$ cat src/rtl/conv_pkg.sv
// conv_pkg
//   Shared types and constant helpers for the conv stream feeder.
//   - feeder_state_e : layer FSM states (IDLE / RUN / FINISH)
//   - padded_size    : padded IFM side length
//   - ifm_elems      : IFM elements streamed per layer (replayed per output channel)
//   - wgt_elems      : weights streamed per layer
//   - addr_w         : bits needed to index a table of the given depth (minimum 1)
package conv_pkg;

   typedef enum logic [1:0] {
      ST_IDLE   = 2'd0,
      ST_RUN    = 2'd1,
      ST_FINISH = 2'd2
   } feeder_state_e;

   function automatic int unsigned padded_size(input int unsigned size, input int unsigned pad);
      return size + 2 * pad;
   endfunction

   function automatic int unsigned ifm_elems(input int unsigned co, input int unsigned ci,
                                             input int unsigned size, input int unsigned pad);
      return co * ci * padded_size(size, pad) * padded_size(size, pad);
   endfunction

   function automatic int unsigned wgt_elems(input int unsigned co, input int unsigned ci,
                                             input int unsigned k);
      return co * ci * k * k;
   endfunction

   function automatic int unsigned addr_w(input int unsigned depth);
      return (depth <= 1) ? 1 : $clog2(depth);
   endfunction

endpackage

$ cat src/rtl/feeder_addr_gen.sv
// feeder_addr_gen
//   Nested wrap counters (out / mid / row / col, col innermost) with pad flag
//   and incrementally generated linear memory address for one stream.
//   Ports:
//     clk, rst   : clock, synchronous active-high reset
//     clear      : restart the stream from element 0
//     adv        : current element accepted, step to the next one
//     addr       : memory address of the current element (meaningful when !pad)
//     pad        : current element lies in the zero border
//     exhausted  : final element has been accepted
module feeder_addr_gen
   import conv_pkg::*;
#(
   parameter int unsigned N_OUT    = 1,
   parameter int unsigned N_MID    = 1,
   parameter int unsigned N_ROW    = 1,
   parameter int unsigned N_COL    = 1,
   parameter int unsigned PAD      = 0,
   parameter int unsigned SIZE_ROW = 1,
   parameter int unsigned SIZE_COL = 1,
   parameter int unsigned ADDR_W   = 1,
   parameter bit          REPLAY   = 1'b0
) (
   input  logic              clk,
   input  logic              rst,
   input  logic              clear,
   input  logic              adv,
   output logic [ADDR_W-1:0] addr,
   output logic              pad,
   output logic              exhausted
);

   localparam int unsigned OW = addr_w(N_OUT);
   localparam int unsigned MW = addr_w(N_MID);
   localparam int unsigned RW = addr_w(N_ROW);
   localparam int unsigned CW = addr_w(N_COL);

   logic [OW-1:0]     out_q, out_d;
   logic [MW-1:0]     mid_q, mid_d;
   logic [RW-1:0]     row_q, row_d;
   logic [CW-1:0]     col_q, col_d;
   logic [ADDR_W-1:0] addr_q, addr_d;
   logic              exh_q, exh_d;

   logic out_last, mid_last, row_last, col_last;

   assign out_last = (out_q == OW'(N_OUT - 1));
   assign mid_last = (mid_q == MW'(N_MID - 1));
   assign row_last = (row_q == RW'(N_ROW - 1));
   assign col_last = (col_q == CW'(N_COL - 1));

   generate
      if (PAD == 0) begin : g_nopad
         assign pad = 1'b0;
      end else begin : g_pad
         assign pad = (row_q < RW'(PAD)) || (row_q >= RW'(PAD + SIZE_ROW)) ||
                      (col_q < CW'(PAD)) || (col_q >= CW'(PAD + SIZE_COL));
      end
   endgenerate

   // Non-pad elements of one mid block are contiguous in memory and mid blocks
   // follow each other, so the address is a running count of non-pad elements.
   // In REPLAY mode each outer pass re-reads the same region, so it restarts at 0.
   always_comb begin
      out_d  = out_q;
      mid_d  = mid_q;
      row_d  = row_q;
      col_d  = col_q;
      addr_d = addr_q;
      exh_d  = exh_q;
      if (clear) begin
         out_d  = '0;
         mid_d  = '0;
         row_d  = '0;
         col_d  = '0;
         addr_d = '0;
         exh_d  = 1'b0;
      end else if (adv && !exh_q) begin
         if (!pad) begin
            addr_d = addr_q + ADDR_W'(1);
         end
         col_d = col_q + CW'(1);
         if (col_last) begin
            col_d = '0;
            row_d = row_q + RW'(1);
            if (row_last) begin
               row_d = '0;
               mid_d = mid_q + MW'(1);
               if (mid_last) begin
                  mid_d = '0;
                  out_d = out_q + OW'(1);
                  if (REPLAY) begin
                     addr_d = '0;
                  end
                  if (out_last) begin
                     out_d = '0;
                     exh_d = 1'b1;
                  end
               end
            end
         end
      end
   end

   always_ff @(posedge clk) begin
      if (rst) begin
         out_q  <= '0;
         mid_q  <= '0;
         row_q  <= '0;
         col_q  <= '0;
         addr_q <= '0;
         exh_q  <= 1'b0;
      end else begin
         out_q  <= out_d;
         mid_q  <= mid_d;
         row_q  <= row_d;
         col_q  <= col_d;
         addr_q <= addr_d;
         exh_q  <= exh_d;
      end
   end

   assign addr      = addr_q;
   assign exhausted = exh_q;

endmodule

$ cat src/rtl/conv_stream_feeder.sv
// conv_stream_feeder
//   Answers the transposed-conv engine's ifm_read / wgt_read strobes with one
//   element each, returned through a register one cycle after the SRAM read.
//   Zero border elements are synthesised without an SRAM access. The IFM is
//   re-streamed once per output channel.
//   Ports:
//     clk1, rst                      : clock, synchronous active-high reset
//     start                          : arm a new layer, clear all counters
//     ifm_read / wgt_read            : engine strobes
//     ifm / wgt                      : returned elements (hold until next return)
//     ifm_mem_re/addr/rdata          : IFM SRAM port (one-cycle read latency)
//     wgt_mem_re/addr/rdata          : weight SRAM port (one-cycle read latency)
//     busy                           : layer in RUN or FINISH
//     done                           : one-cycle pulse when both streams delivered
//     overrun                        : sticky excess-strobe flag, present only when
//                                      FEEDER_OVERRUN_CHECK_EN is defined
module conv_stream_feeder
   import conv_pkg::*;
#(
   parameter int unsigned IFM_WIDTH    = 16,
   parameter int unsigned WEIGHT_WIDTH = 16,
   parameter int unsigned IFM_SIZE     = 64,
   parameter int unsigned KERNEL_SIZE  = 5,
   parameter int unsigned PAD          = 2,
   parameter int unsigned CI           = 3,
   parameter int unsigned CO           = 8,
   parameter int unsigned IFM_ADDR_W   = addr_w(CI * IFM_SIZE * IFM_SIZE),
   parameter int unsigned WGT_ADDR_W   = addr_w(CO * CI * KERNEL_SIZE * KERNEL_SIZE)
) (
   input  logic                    clk1,
   input  logic                    rst,
   input  logic                    start,
   input  logic                    ifm_read,
   input  logic                    wgt_read,
   output logic [IFM_WIDTH-1:0]    ifm,
   output logic [WEIGHT_WIDTH-1:0] wgt,
   output logic                    ifm_mem_re,
   output logic [IFM_ADDR_W-1:0]   ifm_mem_addr,
   input  logic [IFM_WIDTH-1:0]    ifm_mem_rdata,
   output logic                    wgt_mem_re,
   output logic [WGT_ADDR_W-1:0]   wgt_mem_addr,
   input  logic [WEIGHT_WIDTH-1:0] wgt_mem_rdata,
   output logic                    busy,
   output logic                    done
`ifdef FEEDER_OVERRUN_CHECK_EN
   ,
   output logic                    overrun
`endif
);

   localparam int unsigned PS = padded_size(IFM_SIZE, PAD);
   localparam int unsigned KK = KERNEL_SIZE * KERNEL_SIZE;

   feeder_state_e state_q, state_d;

   logic                    ifm_vld_q, ifm_vld_d;
   logic                    ifm_pad_q, ifm_pad_d;
   logic [IFM_WIDTH-1:0]    ifm_q, ifm_d;
   logic                    wgt_vld_q, wgt_vld_d;
   logic [WEIGHT_WIDTH-1:0] wgt_q, wgt_d;

   logic                  run;
   logic                  ifm_acc, wgt_acc;
   logic                  ifm_pad, ifm_exh, wgt_exh;
   logic [IFM_ADDR_W-1:0] ifm_addr;
   logic [WGT_ADDR_W-1:0] wgt_addr;
   logic                  wgt_pad_unused;

   // A start in the same cycle as a strobe wins; the strobe is dropped.
   assign run     = (state_q == ST_RUN) && !start;
   assign ifm_acc = run && ifm_read && !ifm_exh;
   assign wgt_acc = run && wgt_read && !wgt_exh;

   feeder_addr_gen #(
      .N_OUT    (CO),
      .N_MID    (CI),
      .N_ROW    (PS),
      .N_COL    (PS),
      .PAD      (PAD),
      .SIZE_ROW (IFM_SIZE),
      .SIZE_COL (IFM_SIZE),
      .ADDR_W   (IFM_ADDR_W),
      .REPLAY   (1'b1)
   ) u_ifm_gen (
      .clk       (clk1),
      .rst       (rst),
      .clear     (start),
      .adv       (ifm_acc),
      .addr      (ifm_addr),
      .pad       (ifm_pad),
      .exhausted (ifm_exh)
   );

   feeder_addr_gen #(
      .N_OUT    (CO),
      .N_MID    (CI),
      .N_ROW    (1),
      .N_COL    (KK),
      .PAD      (0),
      .SIZE_ROW (1),
      .SIZE_COL (KK),
      .ADDR_W   (WGT_ADDR_W),
      .REPLAY   (1'b0)
   ) u_wgt_gen (
      .clk       (clk1),
      .rst       (rst),
      .clear     (start),
      .adv       (wgt_acc),
      .addr      (wgt_addr),
      .pad       (wgt_pad_unused),
      .exhausted (wgt_exh)
   );

   assign ifm_mem_re   = ifm_acc && !ifm_pad;
   assign ifm_mem_addr = ifm_mem_re ? ifm_addr : '0;
   assign wgt_mem_re   = wgt_acc;
   assign wgt_mem_addr = wgt_mem_re ? wgt_addr : '0;

   // FSM: FINISH only once both streams are exhausted and no return is in flight.
   always_comb begin
      state_d = state_q;
      if (start) begin
         state_d = ST_RUN;
      end else begin
         unique case (state_q)
            ST_IDLE:   state_d = ST_IDLE;
            ST_RUN:    if (ifm_exh && wgt_exh && !ifm_vld_q && !wgt_vld_q) state_d = ST_FINISH;
            ST_FINISH: state_d = ST_IDLE;
            default:   state_d = ST_IDLE;
         endcase
      end
   end

   // Return path: SRAM data arrives the cycle after the read, then is registered.
   always_comb begin
      ifm_vld_d = ifm_acc;
      ifm_pad_d = ifm_acc && ifm_pad;
      ifm_d     = ifm_q;
      if (ifm_vld_q) begin
         ifm_d = ifm_pad_q ? '0 : ifm_mem_rdata;
      end
      wgt_vld_d = wgt_acc;
      wgt_d     = wgt_q;
      if (wgt_vld_q) begin
         wgt_d = wgt_mem_rdata;
      end
   end

   always_ff @(posedge clk1) begin
      if (rst) begin
         state_q   <= ST_IDLE;
         ifm_vld_q <= 1'b0;
         ifm_pad_q <= 1'b0;
         ifm_q     <= '0;
         wgt_vld_q <= 1'b0;
         wgt_q     <= '0;
      end else begin
         state_q   <= state_d;
         ifm_vld_q <= ifm_vld_d;
         ifm_pad_q <= ifm_pad_d;
         ifm_q     <= ifm_d;
         wgt_vld_q <= wgt_vld_d;
         wgt_q     <= wgt_d;
      end
   end

   assign ifm  = ifm_q;
   assign wgt  = wgt_q;
   assign busy = (state_q != ST_IDLE);
   assign done = (state_q == ST_FINISH);

`ifdef FEEDER_OVERRUN_CHECK_EN
   logic overrun_q, overrun_d;
   logic ifm_excess, wgt_excess;

   assign ifm_excess = ifm_read && ((state_q == ST_IDLE) || ((state_q == ST_RUN) && ifm_exh));
   assign wgt_excess = wgt_read && ((state_q == ST_IDLE) || ((state_q == ST_RUN) && wgt_exh));

   always_comb begin
      overrun_d = overrun_q;
      if (start) begin
         overrun_d = 1'b0;
      end else if (ifm_excess || wgt_excess) begin
         overrun_d = 1'b1;
      end
   end

   always_ff @(posedge clk1) begin
      if (rst) begin
         overrun_q <= 1'b0;
      end else begin
         overrun_q <= overrun_d;
      end
   end

   assign overrun = overrun_q;
`endif

endmodule

$ cat config.mk
export PLATFORM = sky130hd
export DESIGN_NAME = conv_stream_feeder
export DESIGN_NICKNAME = d
export VERILOG_FILES = /design/src/rtl/conv_pkg.sv /design/src/rtl/feeder_addr_gen.sv /design/src/rtl/conv_stream_feeder.sv
export SDC_FILE = /design/constraint.sdc
export NUM_CORES = 1
export LEC_CHECK = 0
export CAP_MARGIN = 30
export CORE_MARGIN = 2
export CORE_UTILIZATION = 30
export DETAILED_ROUTE_END_ITERATION = 16
export HOLD_SLACK_MARGIN = 0.05
export PLACE_DENSITY = 0.52
export RECOVER_POWER = 50
export SYNTH_ARGS = -nofsm -noshare
export SYNTH_HDL_FRONTEND = slang
export SYNTH_HIERARCHICAL = 1
export SYNTH_SLANG_ARGS = --single-unit
$ cat constraint.sdc
create_clock -name clk1 -period 2.3 [get_ports clk1]
set_input_delay 0.46 -clock clk1 [delete_from_list [all_inputs] [get_ports clk1]]
set_output_delay 0.46 -clock clk1 [all_outputs]
set_load 0.03 [all_outputs]
==> impl_metrics.ini, run 1 <==
[outcome]
status = finished, violations left
violations = setup timing

[hold_path]
hold_class = reg -> reg
hold_path.startpoint = u_ifm_gen/out_q[1]$_SDFFE_PP0P_

[setup_path]
critPathMaxFanout = 8
cp_slowest_stage_delay_ns = 0.56
arrival_ns = 2.25
startpoint_type = register
path_delay_family = simple AND/OR/NAND/NOR gates
critPathCaptureType = primary output
crit_buf_inv = 2
timing.rr.start = u_ifm_gen/row_q[5]$_SDFFE_PP0P_
slowest_stage = or4_4
crit_required_ns = 1.84
crit_chain = or4_4 -> or3_4 -> o211ai_1 -> bufbuf_16 -> nor4b_2 -> buf_4
criticalPathCategory = reg -> out
worstSetupStartpoint = u_ifm_gen/row_q[5]$_SDFFE_PP0P_

[place]
dp_hpwl_um = 7980
portBuffers = 96
post_dp_cell_area_mm2 = 0.00596
dpl.cell_count = 787
gp_congestion = 0.744

[route]
vias = 3874
finalWirelength_um = 10900
wl_per_cell_um = 13.6
via_per_inst = 4.82
drtIter0Drc = 173
drc = 0
ant_nets = 0
dr.pass1.iters = 5

[timing]
hold_viol = 0
setup_tns_ns = -7.80
hold_ws_ns = 0.461
finalClockSkew_ns = 0.00660
grt_setup_unrepaired = yes
setup_viol_count_final = 26
final_max_slew_viol_count = 0
setup_ws_ns = -0.413
layout_min_cycle_time_ns = 2.71
tightest_slew_ns = 0.866
maxSlewHeadroom_pct = 42.3
post-route-period-util_pct = 118
max_freq_ghz = 0.369

[finish]
final_common_cell = dfxtp_1
fillers = 1414
layout-drive-gt1-share_pct = 20.8
fin_cells = 804
finalNetCount = 664
fin_area_mm2 = 0.00629
syn_to_final_growth_pct = 44.2
antenna_cells = 0
layout_common_cells = dfxtp_1 (90), buf_4 (61), a21oi_1 (48)

[grt]
grt-busiest-layer = met2
grt_pass1_vias = 3904
track_usage_pct = 14.3
grt_max_degree = 34
grt_antenna_before_repair = 0
grt_overflow = 0
gr-usage-met1_pct = 18.2
grt_pass1_wl_um = 18400
met2_usage_pct = 23.8
met3_usage_pct = 2.41

[clock_network]
h-tree-depth = 3
cts_hold_buf = 0
clock_latency_ns = 0.34
cts_tree = built
cts_made_buffers = 9
cts_root_buf = clkbuf_16
cts_buffer_depth = 2
cts.sink_count = 92
cts.clk_slew.worst_paths_ns = 0.06

[floorplan]
core_mm2 = 0.0144
dieArea_mm2 = 0.0155
rows = 44
die_h_um = 125
start_util_pct = 30.4
die_x_um = 125
pin_count = 97

[power]
peakVddDrop_uv = 291
p_leak_uw = 0.00221
p_per_area_mw_per_mm2 = 530
p_total_uw = 3330

[yosys]
synth-warning-count = 6
syn_inst = 479
syn-mean-instance-area_um2 = 9.11
netlist_area_mm2 = 0.00436
syn_nets = 526

[flow_run]
maxCapViolCount = 0
## stage by stage
step / setup WS, ns / util [%]
2_1_floorplan: -0.206 / -
3_3_place_gp: -0.203 / 41.5
3_5_place_dp: -0.215 / 41.5
4_1_cts: -0.441 / 43.9
5_1_grt: -0.516 / 43.8
6_report: -0.413 / 43.8
## layer usage
layer,up-vias,part of all wire [%]
met5,-,0
met4,0,1.8
met3,15,3.8
met2,68,48
met1,1814,47
li1,1977,-
## final cells by class
class / count / area, um2 / share of cell area, %
clock buffer: 9 / 225 / 3.58
clock inverter: 5 / 63.8 / 1.01
inverter: 17 / 63.8 / 1.01
sequential: 92 / 1840 / 29.3
timing repair buffer: 153 / 1400 / 22.2
tap: 184 / 230 / 3.66
multi-input combinational: 344 / 2470 / 39.3
## timing repair
item	CTS	global route
endpoints found under the setup margin	26	24
pin swaps	4	2
gates cloned	1	0
buffers inserted	2	0
gates resized for setup	10	5
## tightest hold or removal path, stage by stage (launching register included)
cell and delay [ns]:
dfxtp_1 0.31, nand2_1 0.05, a21oi_1 0.05
## state kept, by name, indices dropped and copies added, names as in the netlist, 2 cells and up
name and flops:
u_ifm_gen/row_q 7, u_wgt_gen/addr 10, u_wgt_gen/col_q 5, state_q 2
u_ifm_gen/mid_q 2, u_ifm_gen/col_q 7, ifm 16, u_ifm_gen/out_q 3
u_wgt_gen/out_q 3, wgt 16, u_wgt_gen/mid_q 2, u_ifm_gen/addr 14
## power breakdown
group          switching [uW]  total [uW]  leakage (uW)  internal, uW
registers                11.1        1620      0.000743          1610
clock network             630        1470      0.000138           838
logic                     123         246       0.00133           122
total                     764        3330       0.00221          2570
## path summary, 6_finish.rpt
kind,depth (start not counted),slack (ns),end
worst max-delay path,6,-0.41,ifm_mem_addr[13]
worst min-delay path,2,0.46,u_ifm_gen/out_q[1]$_SDFFE_PP0P_
worst max register to register,7,0.10,u_ifm_gen/addr[13]$_SDFFE_PP0P_
worst min register to register,2,0.46,u_ifm_gen/out_q[1]$_SDFFE_PP0P_
Power figures use the tool's default switching activity.
==> inputs of run 2 (changes only) <==
CORE_MARGIN = 4   (was 2)
==> impl_metrics.ini, run 2 (synthesis results as in run 1) <==
[outcome]
status = finished, violations left
violations = setup timing

[setup_path]
cp_slowest_stage_delay_ns = 0.55
critPathCaptureType = primary output
r2r_setup_slack_ns = 0.04
crit_required_ns = 1.84
worstSetupStartpoint = u_ifm_gen/row_q[5]$_SDFFE_PP0P_
startpoint_type = register
arrival_ns = 2.33
critPathMostFrequentCell = buf_4
crit_buf_inv = 4
path_delay_family = simple AND/OR/NAND/NOR gates
crit_chain = or4_4 -> o21ai_4 -> o211ai_1 -> buf_4 -> clkbuf_16 -> buf_8 -> nor4b_2 -> buf_4
timing.rr.start = u_ifm_gen/row_q[5]$_SDFFE_PP0P_
slowest_stage = or4_4
criticalPathCategory = reg -> out
critPathMaxFanout = 5

[place]
gp_congestion = 0.752
dp_slack_ns = -0.502
portBuffers = 96
dpl.cell_count = 790
dp_hpwl_um = 8370

[clock_network]
cts_made_buffers = 9
cts.sink_count = 92
cts_tree = built
h-tree-depth = 3
cts_hold_buf = 0
cts_root_buf = clkbuf_16
cts_buffer_depth = 2
clock_latency_ns = 0.34
cts.clk_slew.worst_paths_ns = 0.06

[floorplan]
start_util_pct = 31.1
core_mm2 = 0.0140
pin_count = 97
die_x_um = 129
rows = 43
dieArea_mm2 = 0.0165
die_h_um = 129

[route]
vias = 3914
wl_per_cell_um = 14.0
via_per_inst = 4.80
ant_nets = 0
route.met2.wl_um = 5930
finalWirelength_um = 11400
dr.pass1.iters = 4
wl_met1_um = 4920
drc = 0
dr_wl_met3_um = 404
dr.max_layer_used = met4
drtIter0Drc = 173

[grt]
track_usage_pct = 14.0
grt_pass1_wl_um = 18700
grt_antenna_before_repair = 0
grt_overflow = 0
grt_max_degree = 36
grt_pass1_vias = 3946

[timing]
final_max_slew_viol_count = 0
finalClockSkew_ns = 0.00310
post-route-period-util_pct = 121
tightest_slew_ns = 1.14
hold_ws_ns = 0.466
layout_min_cycle_time_ns = 2.79
grt_setup_unrepaired = yes
max_freq_ghz = 0.358
setup_viol_count_final = 16
maxSlewHeadroom_pct = 24.0
hold_viol = 0
setup_ws_ns = -0.491

[finish]
seq_area_mm2 = 0.00184
final_util_pct = 46.6
syn_to_final_growth_pct = 49.8
antenna_cells = 0
finalNetCount = 678
final_common_cell = dfxtp_1
layout-drive-gt1-share_pct = 25.8
fin_cells = 815
multi_input_area_mm2 = 0.00255
fillers = 1340
layout_common_cells = dfxtp_1 (90), buf_4 (74), nor2_1 (46)

[flow_run]
maxCapViolCount = 0

[power]
p_leak_uw = 0.00233
p_per_area_mw_per_mm2 = 521
peakVddDrop_uv = 331

[hold_path]
hold_class = reg -> reg
hold_path.startpoint = ifm[14]$_SDFFE_PP0P_
==> run 2: cell types whose count changed in the layout (fill, tap and decap cells not counted), moves of 2 or more <==
cell / before / now
clkbuf_1: 8 / 2
a21oi_1: 48 / 42
a21oi_2: 0 / 6
buf_8: 0 / 2
or4_4: 1 / 5
or4_1: 12 / 8
clkinv_4: 2 / 0
clkbuf_8: 0 / 3
buf_4: 61 / 74
buf_6: 8 / 12
==> run 2: worst register-to-register path, cell delays in order, from the launching register on <==
cell and delay [ns]:
dfxtp_2 0.32, or4_4 0.55, o21ai_4 0.14, buf_4 0.12
buf_4 0.11, o2111ai_4 0.12, buf_12 0.17, or4_1 0.51
a21oi_1 0.15
==> run 2: final cells by class <==
type / instances / share of cell area (%)
multi-input combinational: 344 / 39.0
tap: 180 / 3.44
inverter: 17 / 0.976
clock inverter: 3 / 0.689
clock buffer: 12 / 4.08
timing repair buffer: 167 / 23.6
sequential: 92 / 28.2
==> run 2: per-layer routing <==
| metal | vias up | GRT usage [%] |
|---|---|---|
| met5 | - | 0 |
| li1 | 2006 | - |
| met1 | 1846 | 16.3 |
| met2 | 53 | 24.9 |
| met4 | 0 | 3.46 |
| met3 | 9 | 4.44 |
==> run 2: power by group <==
group          switching [uW]  internal, uW
clock                     613           925
sequential               10.2          1610
combinational             125           125
total                     748          2660
==> run 2: what timing repair did <==
item / in CTS / in global routing
buffers inserted: 4 / 6
setup endpoints to repair: 28 / 27
gates resized for setup: 71 / 28
gates cloned: 1 / 0
pin swaps: 5 / 3
==> run 2: path summary, 6_finish.rpt <==
kind | cells after the start | end
worst max-delay path | 8 | ifm_mem_addr[1]
worst min-delay path | 2 | ifm[14]$_SDFFE_PP0P_
worst max register to register | 8 | u_ifm_gen/addr[13]$_SDFFE_PP0P_
worst min register to register | 2 | ifm[14]$_SDFFE_PP0P_
==> run 2: through the flow <==
| stage | TNS [ns] | total power, uW | area [um2] |
|---|---|---|---|
| floorplan | -4.22 | 1780 | 4520 |
| finish | -6.42 | 3410 | 6540 |
| detailed placement | -18.96 | 1910 | 6030 |
| global placement | -17.44 | 1910 | 6030 |
| CTS | -7.29 | 3470 | 6430 |
| global route | -8.38 | 3550 | 6540 |
==> inputs of run 3 (changes only) <==
SETUP_SLACK_MARGIN = 0.15   (was default)
SLEW_MARGIN = 20   (was default)
==> impl_metrics.ini, run 3 (synthesis results as in run 1) <==
[finish]
fin_area_mm2 = 0.00666
final_common_cell = dfxtp_1
layout-drive-gt1-share_pct = 25.2
layout_common_cells = dfxtp_1 (88), buf_4 (63), a21oi_1 (47)
syn_to_final_growth_pct = 52.5
finalNetCount = 676
antenna_cells = 0

[clock_network]
cts.sink_count = 92
cts_root_buf = clkbuf_16
h-tree-depth = 3
clock_latency_ns = 0.35
cts_made_buffers = 9
cts_buffer_depth = 2
cts_tree = built
cts.clk_slew.worst_paths_ns = 0.07

[setup_path]
cp_slowest_stage_delay_ns = 0.54
crit_chain = or4_4 -> buf_6 -> o21ai_4 -> o211ai_1 -> buf_4 -> buf_12 -> nor4b_4 -> buf_4
slowest_stage = or4_4
critPathMostFrequentCell = buf_4
arrival_ns = 2.33
criticalPathCategory = reg -> out
crit_required_ns = 1.84
startpoint_type = register
critPathCaptureType = primary output
critPathMaxFanout = 7
crit_buf_inv = 4
path_delay_family = simple AND/OR/NAND/NOR gates

[timing]
post-route-period-util_pct = 121
layout_min_cycle_time_ns = 2.79
max_freq_ghz = 0.359
grt_setup_unrepaired = yes
final_max_slew_viol_count = 0
maxSlewHeadroom_pct = 24.6
hold_viol = 0
finalClockSkew_ns = 0.0100
setup_ws_ns = -0.486
setup_tns_ns = -6.47
tightest_slew_ns = 1.13
setup_viol_count_final = 17

[route]
finalWirelength_um = 11900
via_per_inst = 4.89
drc = 0
ant_nets = 0
vias = 3980
dr.pass1.iters = 4
wl_per_cell_um = 14.6
drtIter0Drc = 164

[floorplan]
start_util_pct = 31.1
dieArea_mm2 = 0.0165
rows = 43
core_mm2 = 0.0140
die_x_um = 129
pin_count = 97
die_h_um = 129

[place]
gp_congestion = 0.772
post_dp_cell_area_mm2 = 0.00595
portBuffers = 96
dp_slack_ns = -0.407
dp_hpwl_um = 8350

[power]
p_per_area_mw_per_mm2 = 520
p_leak_uw = 0.00240
peakVddDrop_uv = 306
p_total_uw = 3460

[outcome]
status = finished, violations left
violations = setup timing

[grt]
grt_max_degree = 34
grt_pass1_vias = 3987
grt_pass1_wl_um = 19400
grt_overflow = 0
grt_antenna_before_repair = 0
track_usage_pct = 14.5

[flow_run]
maxCapViolCount = 0

[hold_path]
hold_class = reg -> reg
## run 3: where the power goes
part | leakage, uW | internal (uW) | switching [uW]
Clock | 0.000152 | 874 | 698
Sequential | 0.000744 | 1610 | 11.9
Combinational | 0.00150 | 133 | 137
Total | 0.00240 | 2610 | 846
## run 3: worst reg2reg max path, cell delays in order, from the launching register on
cell and delay [ns]:
dfxtp_2 0.32, or4_4 0.54, buf_6 0.14, o21ai_4 0.13, o211ai_1 0.14, buf_4 0.18
buf_12 0.14, buf_4 0.14, buf_6 0.11, or3_1 0.30, a21oi_1 0.13
## run 3: metal layers
| metal | GRT usage [%] | wire (um) | up-vias |
|---|---|---|---|
| met4 | 3.83 | 110 | 0 |
| met3 | 3.49 | 384 | 7 |
| li1 | - | - | 2019 |
| met2 | 25.8 | 6250 | 54 |
| met5 | 0 | 0 | - |
| met1 | 17.5 | 5190 | 1900 |
## run 3: area by class of cell
type,count,area (um2)
fill,1323,7390
multi-input combinational,345,2670
sequential,92,1850
timing repair buffer,164,1530
clock buffer,9,225
tap,180,225
clock inverter,7,88.8
inverter,17,63.8
## run 3: path summary, 6_finish.rpt
check,startpoint,cells past startpoint,slack [ns],end
min,ifm[6]$_SDFFE_PP0P_,2,0.47,ifm[6]$_SDFFE_PP0P_
max,u_ifm_gen/row_q[5]$_SDFFE_PP0P_,8,-0.49,ifm_mem_addr[9]
max reg2reg,u_ifm_gen/row_q[5]$_SDFFE_PP0P_,10,-0.03,u_ifm_gen/addr[2]$_SDFFE_PP0P_
min reg2reg,ifm[6]$_SDFFE_PP0P_,2,0.47,ifm[6]$_SDFFE_PP0P_
## run 3: stage by stage
step                      util [%]  instances  hold slack [ns]
after floorplan                  -        479            0.440
after global placement        42.4        780            0.456
after detailed placement      42.4        780            0.460
after CTS                     46.7        807            0.472
after global routing          47.4        814            0.488
final                         47.4        814            0.469
## run 3: what timing repair did
action                                  4_1_cts  5_1_grt
pin swaps                                    12       15
endpoints found under the setup margin       72       60
cloned                                        3        0
gates resized for setup                      48       25
hold buffers                                  0        0
buffers inserted                              8        7
